===== src/rtl/triad_arbiter_pkg.sv =====
// Shared widths and FSM encoding for the triad arbiter and its round-robin picker.
package triad_arbiter_pkg;

    localparam int SENSOR_W = 102;
    localparam int TS_W     = 24;
    localparam int DROP_W   = 8;

    localparam logic [DROP_W-1:0] DROP_MAX = '1;

    typedef enum logic {
        ST_IDLE   = 1'b0,
        ST_OUTPUT = 1'b1
    } state_t;

endpackage


===== src/rtl/triad_arbiter_rr_priority_picker.sv =====
// Combinational round-robin picker: first set request at or after ptr, wrapping modulo N_REQ.
module rr_priority_picker #(
    parameter int N_REQ = 4,
    parameter int ID_W  = 3
) (
    input  logic [N_REQ-1:0] req,
    input  logic [ID_W-1:0]  ptr,
    output logic [ID_W-1:0]  grant,
    output logic             any_grant
);

    always_comb begin
        grant     = '0;
        any_grant = |req;
        // Scan from the farthest offset back to ptr so the nearest request wins last.
        for (int k = N_REQ - 1; k >= 0; k--) begin
            if (req[(int'(ptr) + k) % N_REQ]) begin
                grant = ID_W'((int'(ptr) + k) % N_REQ);
            end
        end
    end

endmodule


===== src/rtl/triad_arbiter.sv =====
// Arbitrates N_TRIADS single-entry sensor slots onto one valid/ready output channel, round-robin.
module triad_arbiter
    import triad_arbiter_pkg::*;
#(
    parameter int N_TRIADS = 4,
    parameter int ID_W     = 3
) (
    input  logic                           clk_72MHz,
    input  logic                           reset,
    input  logic [TS_W-1:0]                sys_ts,
    input  logic [N_TRIADS-1:0]            data_avl,
    input  logic [SENSOR_W*N_TRIADS-1:0]   sensor_iterations,
    output logic [N_TRIADS-1:0]            reset_parser,
    output logic                           out_valid,
    input  logic                           out_ready,
    output logic [SENSOR_W-1:0]            out_data,
    output logic [TS_W-1:0]                out_ts,
    output logic [ID_W-1:0]                out_id,
    output logic [DROP_W*N_TRIADS-1:0]     drop_cnt
);

    logic [SENSOR_W-1:0] slot_data [N_TRIADS];
    logic [TS_W-1:0]     slot_ts   [N_TRIADS];
    logic [N_TRIADS-1:0] pending;
    logic [N_TRIADS-1:0] reloaded;
    logic [DROP_W-1:0]   drop      [N_TRIADS];

    logic [ID_W-1:0]     rr_ptr;
    logic [ID_W-1:0]     grant;
    logic                any_grant;
    logic [SENSOR_W-1:0] sel_data;
    logic [TS_W-1:0]     sel_ts;
    logic [N_TRIADS-1:0] hit;

    state_t state, state_nxt;
    logic   load_out;
    logic   accept;

    rr_priority_picker #(
        .N_REQ (N_TRIADS),
        .ID_W  (ID_W)
    ) u_picker (
        .req       (pending),
        .ptr       (rr_ptr),
        .grant     (grant),
        .any_grant (any_grant)
    );

    always_ff @(posedge clk_72MHz or posedge reset) begin
        if (reset) state <= ST_IDLE;
        else       state <= state_nxt;
    end

    always_comb begin
        state_nxt = state;
        load_out  = 1'b0;
        accept    = 1'b0;
        case (state)
            ST_IDLE: begin
                if (any_grant) begin
                    load_out  = 1'b1;
                    state_nxt = ST_OUTPUT;
                end
            end
            ST_OUTPUT: begin
                if (out_ready) begin
                    accept    = 1'b1;
                    state_nxt = ST_IDLE;
                end
            end
            default: state_nxt = ST_IDLE;
        endcase
    end

    always_comb begin
        sel_data = '0;
        sel_ts   = '0;
        hit      = '0;
        for (int i = 0; i < N_TRIADS; i++) begin
            if (grant == ID_W'(i)) begin
                sel_data = slot_data[i];
                sel_ts   = slot_ts[i];
            end
            hit[i] = accept && (out_id == ID_W'(i));
        end
    end

    // NOTE: slot payload storage has no reset; pending gates every read of it.
    always_ff @(posedge clk_72MHz) begin
        for (int i = 0; i < N_TRIADS; i++) begin
            if (data_avl[i]) begin
                slot_data[i] <= sensor_iterations[SENSOR_W*i +: SENSOR_W];
                slot_ts[i]   <= sys_ts;
            end
        end
    end

    // reloaded marks a slot refilled since its last copy to the output, so that
    // acceptance of the older copy leaves the newer payload pending for delivery.
    always_ff @(posedge clk_72MHz or posedge reset) begin
        if (reset) begin
            pending  <= '0;
            reloaded <= '0;
            for (int i = 0; i < N_TRIADS; i++) drop[i] <= '0;
        end else begin
            for (int i = 0; i < N_TRIADS; i++) begin
                if (data_avl[i]) begin
                    pending[i]  <= 1'b1;
                    reloaded[i] <= 1'b1;
                    if (pending[i] && !hit[i] && drop[i] != DROP_MAX) begin
                        drop[i] <= drop[i] + DROP_W'(1);
                    end
                end else begin
                    if (hit[i]) pending[i] <= reloaded[i];
                    if (load_out && grant == ID_W'(i)) reloaded[i] <= 1'b0;
                end
            end
        end
    end

    always_ff @(posedge clk_72MHz or posedge reset) begin
        if (reset) begin
            out_valid    <= 1'b0;
            out_data     <= '0;
            out_ts       <= '0;
            out_id       <= '0;
            reset_parser <= '0;
            rr_ptr       <= '0;
        end else begin
            reset_parser <= hit;
            if (load_out) begin
                out_valid <= 1'b1;
                out_data  <= sel_data;
                out_ts    <= sel_ts;
                out_id    <= grant;
            end
            if (accept) begin
                out_valid <= 1'b0;
                rr_ptr    <= (out_id == ID_W'(N_TRIADS - 1)) ? '0 : out_id + ID_W'(1);
            end
        end
    end

    always_comb begin
        drop_cnt = '0;
        for (int i = 0; i < N_TRIADS; i++) drop_cnt[DROP_W*i +: DROP_W] = drop[i];
    end

endmodule

===== config.mk =====
export PLATFORM = sky130hd
export DESIGN_NAME = triad_arbiter
export DESIGN_NICKNAME = d
export VERILOG_FILES = /design/src/rtl/triad_arbiter_pkg.sv /design/src/rtl/triad_arbiter_rr_priority_picker.sv /design/src/rtl/triad_arbiter.sv
export SDC_FILE = /design/constraint.sdc
export NUM_CORES = 1
export LEC_CHECK = 0
export ABC_AREA = 1
export BUFFER_PORTS_ARGS = -buffer_cell sky130_fd_sc_hd__buf_4
export CORE_AREA = 2 2 237 239
export DETAILED_ROUTE_END_ITERATION = 6
export DIE_AREA = 0 0 239 241
export PLACE_DENSITY = 0.75
export SKIP_CTS_REPAIR_TIMING = 1
export SLEW_MARGIN = 0
export SYNTH_ARGS = -nofsm -noshare
export SYNTH_HDL_FRONTEND = slang
export SYNTH_SLANG_ARGS = --single-unit

===== constraint.sdc =====
create_clock -name clk_72MHz -period 17.9 [get_ports clk_72MHz]
set_clock_uncertainty 0.05 [all_clocks]
set_input_delay 3.58 -clock clk_72MHz [delete_from_list [all_inputs] [get_ports clk_72MHz]]
set_output_delay 3.58 -clock clk_72MHz [all_outputs]
set_load 0.02 [all_outputs]

==> results.py <==
metrics = {
    "cells_and_area": {
        "final_cell_mix": "nand2_1, buf_4, edfxtp_1, inv_1, nand3_1",
        "layout-drive-gt1-share": 0.246,
        "finish.utilization": 0.648,
        "fill_cells": 4061,
        "post_route_design_area_sq_mm": 0.0356,
        "area_growth_syn_to_layout_pct": 25.9,
        "mostFrequentLayoutCell": "nand2_1",
        "nets": 3520,
    },
    "route": {
        "drc": 0,
        "drt-pass1-iter-count": 5,
        "routed_wl_microns": 82300,
        "routed_length_per_instance_microns": 21.4,
        "post_drt_via_cell_ratio": 5.39,
        "routed-via-count": 20700,
        "antenna_left": 0,
        "detailedRoute.firstIterationViolations": 1794,
    },
    "power_and_ir_drop": {
        "ir_drop_worst_vdd_mv": 0.135,
        "p_leak_nw": 16.5,
        "power-per-cell-area_mw_per_mm2": 172,
    },
    "timing": {
        "final_hold_viol_count": 0,
        "final_min_period_over_clock_period": 0.322,
        "max-slew-margin-rel": 0.184,
        "fin_setup_tns_ns": 0,
        "fmax_ghz": 0.173,
        "report.final.setup_viol": 0,
        "grt_setup_unrepaired": "false",
        "timing_worst_slew_pin_value_ns": 1.22,
        "final_min_period_ns": 5.77,
        "slew_viol_final": 0,
    },
    "min_path": {
        "hold_start": "out_ts[7]",
        "class_of_the_most_critical_hold_timing_path": "register to register",
        "min_path_cells": 2,
        "min_delay_worst_endpoint": "out_ts[7]",
    },
    "critical_path": {
        "critPathArrivalTime_ns": 6.26,
        "reg2reg_depth": 16,
        "critPathMaxFanout": 136,
        "worst_path_most_repeated_cell": "nand2_1",
        "reg_to_reg_critical_path_endpoint": "out_ts[13]",
        "cp_slowest_stage_delay_ns": 0.99,
        "critical_path_buf_inv_count": 3,
        "crit_path_end_kind": "register",
        "critical-path-slowest-cell": "buf_4",
        "cpLargestDelayFamily": "simple AND/OR/NAND/NOR gates",
        "ff2ff_setup_slack_ns": 12.13,
        "critical_path_class": "register to register",
        "r2r_startpoint": "rr_ptr[0]",
        "kind_of_launch_point_of_the_worst_setup_path": "register",
        "worst_ep_required_time_ns": 18.39,
        "critical_path_cell_by_cell": "inv_2, nand2_1, nand2_1, nand2_1, nand2_1, nor2_1, nand2_1, nand3_4, nand2_8, buf_4, nand2_1, nor2_4, nand2_1, nand2_1, inv_1, nand2_1",
    },
    "global_routing": {
        "grt_pass1_wl_microns": 121000,
        "gr-total-overflow": 0,
        "grt_max_degree": 150,
        "grt_antenna_before_repair": 15,
        "gr-usage-all-layers": 0.282,
        "via_count_of_the_first_global_routing_pass": 20500,
    },
    "synthesis": {
        "synth_sequential_area_ratio": 0.692,
        "post_synth.cell_area_avg_sq_um": 11.2,
        "ys_ff_latch": 680,
        "distinct_cell_type_count_after_synthesis": 33,
        "synth_nets": 2966,
        "synth_top_cell_by_area": "edfxtp_1",
        "synth_top_cells_by_area": "edfxtp_1, dfrtp_1, nand2_1, inv_1, nand3_1",
        "synth_top_area_frac": 0.536,
        "postSynthCellCount": 2519,
        "post_synth_instance_area_sq_mm": 0.0283,
        "yosysWarningCount": 0,
    },
    "cts": {
        "clkTransAtPathRegs_ns": 0.06,
        "clock_sinks": 680,
        "h-tree-depth": 3,
        "clock_tree.root_cell": "clkbuf_16",
        "numCtsBuffers": 72,
        "tritoncts": "yes",
        "clkLatencyLatePin_ns": 0.61,
        "cts-root-to-sink-buffers": 3,
    },
    "die": {
        "die_h_microns": 241,
        "die_area_sq_mm": 0.0576,
        "coreArea_sq_mm": 0.0549,
        "placementRows": 86,
        "fp.dieW_microns": 239,
        "initial_utilization": 0.515,
        "ioPinCount": 605,
    },
    "job": {
        "drv.max_cap_violation_count": 0,
    },
    "run_status": {
        "run_status": "complete, no violations",
    },
    "place": {
        "finalWeightedCongestion": 0.866,
        "port-buffer-count": 603,
        "dpl_cell_area_sq_mm": 0.0332,
        "post-dp-hpwl_microns": 52600,
    },
}
[power breakdown]
group,leakage [nW],internal (mW),switching [mW]
registers,7.09,1.98,0.170
logic,8.27,0.822,1.66
clock network,1.18,0.890,0.609
total,16.5,3.69,2.44
[worst reg2reg max path, stage by stage (launching register included)]
cell and delay (ns):
dfrtp_1 0.52, inv_2 0.18, nand2_1 0.06, nand2_1 0.12, nand2_1 0.11, nand2_1 0.08, nor2_1 0.04, nand2_1 0.13
nand3_4 0.64, nand2_8 1.05, buf_4 1.10, nand2_1 0.34, nor2_4 0.86, nand2_1 0.20, nand2_1 0.13, inv_1 0.05
nand2_1 0.05
[stage by stage]
stage | cells | hold WS, ns | setup WS, ns | power [mW]
4_1_cts | 3835 | 0.433 | 12.18 | 6.15
5_1_grt | 3839 | 0.461 | 11.72 | 6.47
3_5_place_dp | 3703 | 0.413 | 12.03 | 4.64
2_1_floorplan | 2519 | 0.392 | 9.50 | 3.82
6_report | 3841 | 0.428 | 12.13 | 6.13
3_3_place_gp | 3703 | 0.411 | 12.05 | 4.56
[worst max-delay path by stage]
stage | startpoint | to | slack, ns | cells past startpoint
floorplan | reset | drop_cnt[0] | 9.50 | 1
global placement | data_avl[0] | slot_data[0][96] | 12.05 | 3
detailed placement | data_avl[0] | slot_data[0][11] | 12.03 | 3
CTS | rr_ptr[0] | out_ts[13] | 12.18 | 16
global route | rr_ptr[0] | out_ts[13] | 11.72 | 16
finish | rr_ptr[0] | out_ts[13] | 12.13 | 16
[layout make-up]
| class | instances | area, sq um | area share |
|---|---|---|---|
| well taps | 704 | 881 | 0.0248 |
| inverters | 337 | 1280 | 0.0360 |
| clock buffers | 109 | 2190 | 0.0615 |
| multi-input cells | 1362 | 6780 | 0.191 |
| diodes | 6 | 15.0 | 0.000422 |
| repair buffers | 620 | 4680 | 0.132 |
| flip-flops and latches | 680 | 19500 | 0.549 |
| clock inverters | 23 | 209 | 0.00587 |
[state kept, by name, indices dropped and copies added, names as in the netlist, 2 cells and up]
register	count
slot_data	408
pending	4
reloaded	4
reset_parser	4
slot_ts	96
drop_cnt	32
out_id	2
rr_ptr	2
out_data	102
out_ts	24
[cell families after synthesis]
kind of cell | Yosys count | share of synthesized area
AO/OA/AOI/OAI | 99 | 0.0294
XOR/XNOR | 28 | 0.00868
adder cells (fa/ha/maj) | 8 | 0.00354
buffers and inverters | 477 | 0.0699
flip-flops | 680 | 0.692
other | 1 | 0.000133
AND/OR/NAND/NOR | 1226 | 0.197
[cells in the mapped netlist (all sizes together)]
cell type  number
o21a            1
o31ai           1
o21ai           7
clkbuf         70
edfxtp        504
nand3         201
a21oi           1
buf            70
xor2           16
inv           316
dfrtp         176
nor3            4
ha              8
nand3b         90
xnor2          12
conb            1
nor4            1
nand2         775
nor2           23
clkinv         21
nand4         132
o21bai         89
[metal layers]
| metal | track usage | vias up | routed length [microns] |
|---|---|---|---|
| met3 | 0.0710 | 208 | 7590 |
| met5 | 0 | - | 145 |
| met4 | 0.118 | 20 | 3440 |
| li1 | - | 9478 | - |
| met1 | 0.348 | 9994 | 30500 |
| met2 | 0.474 | 1004 | 40700 |
Power figures use the tool's default switching activity.
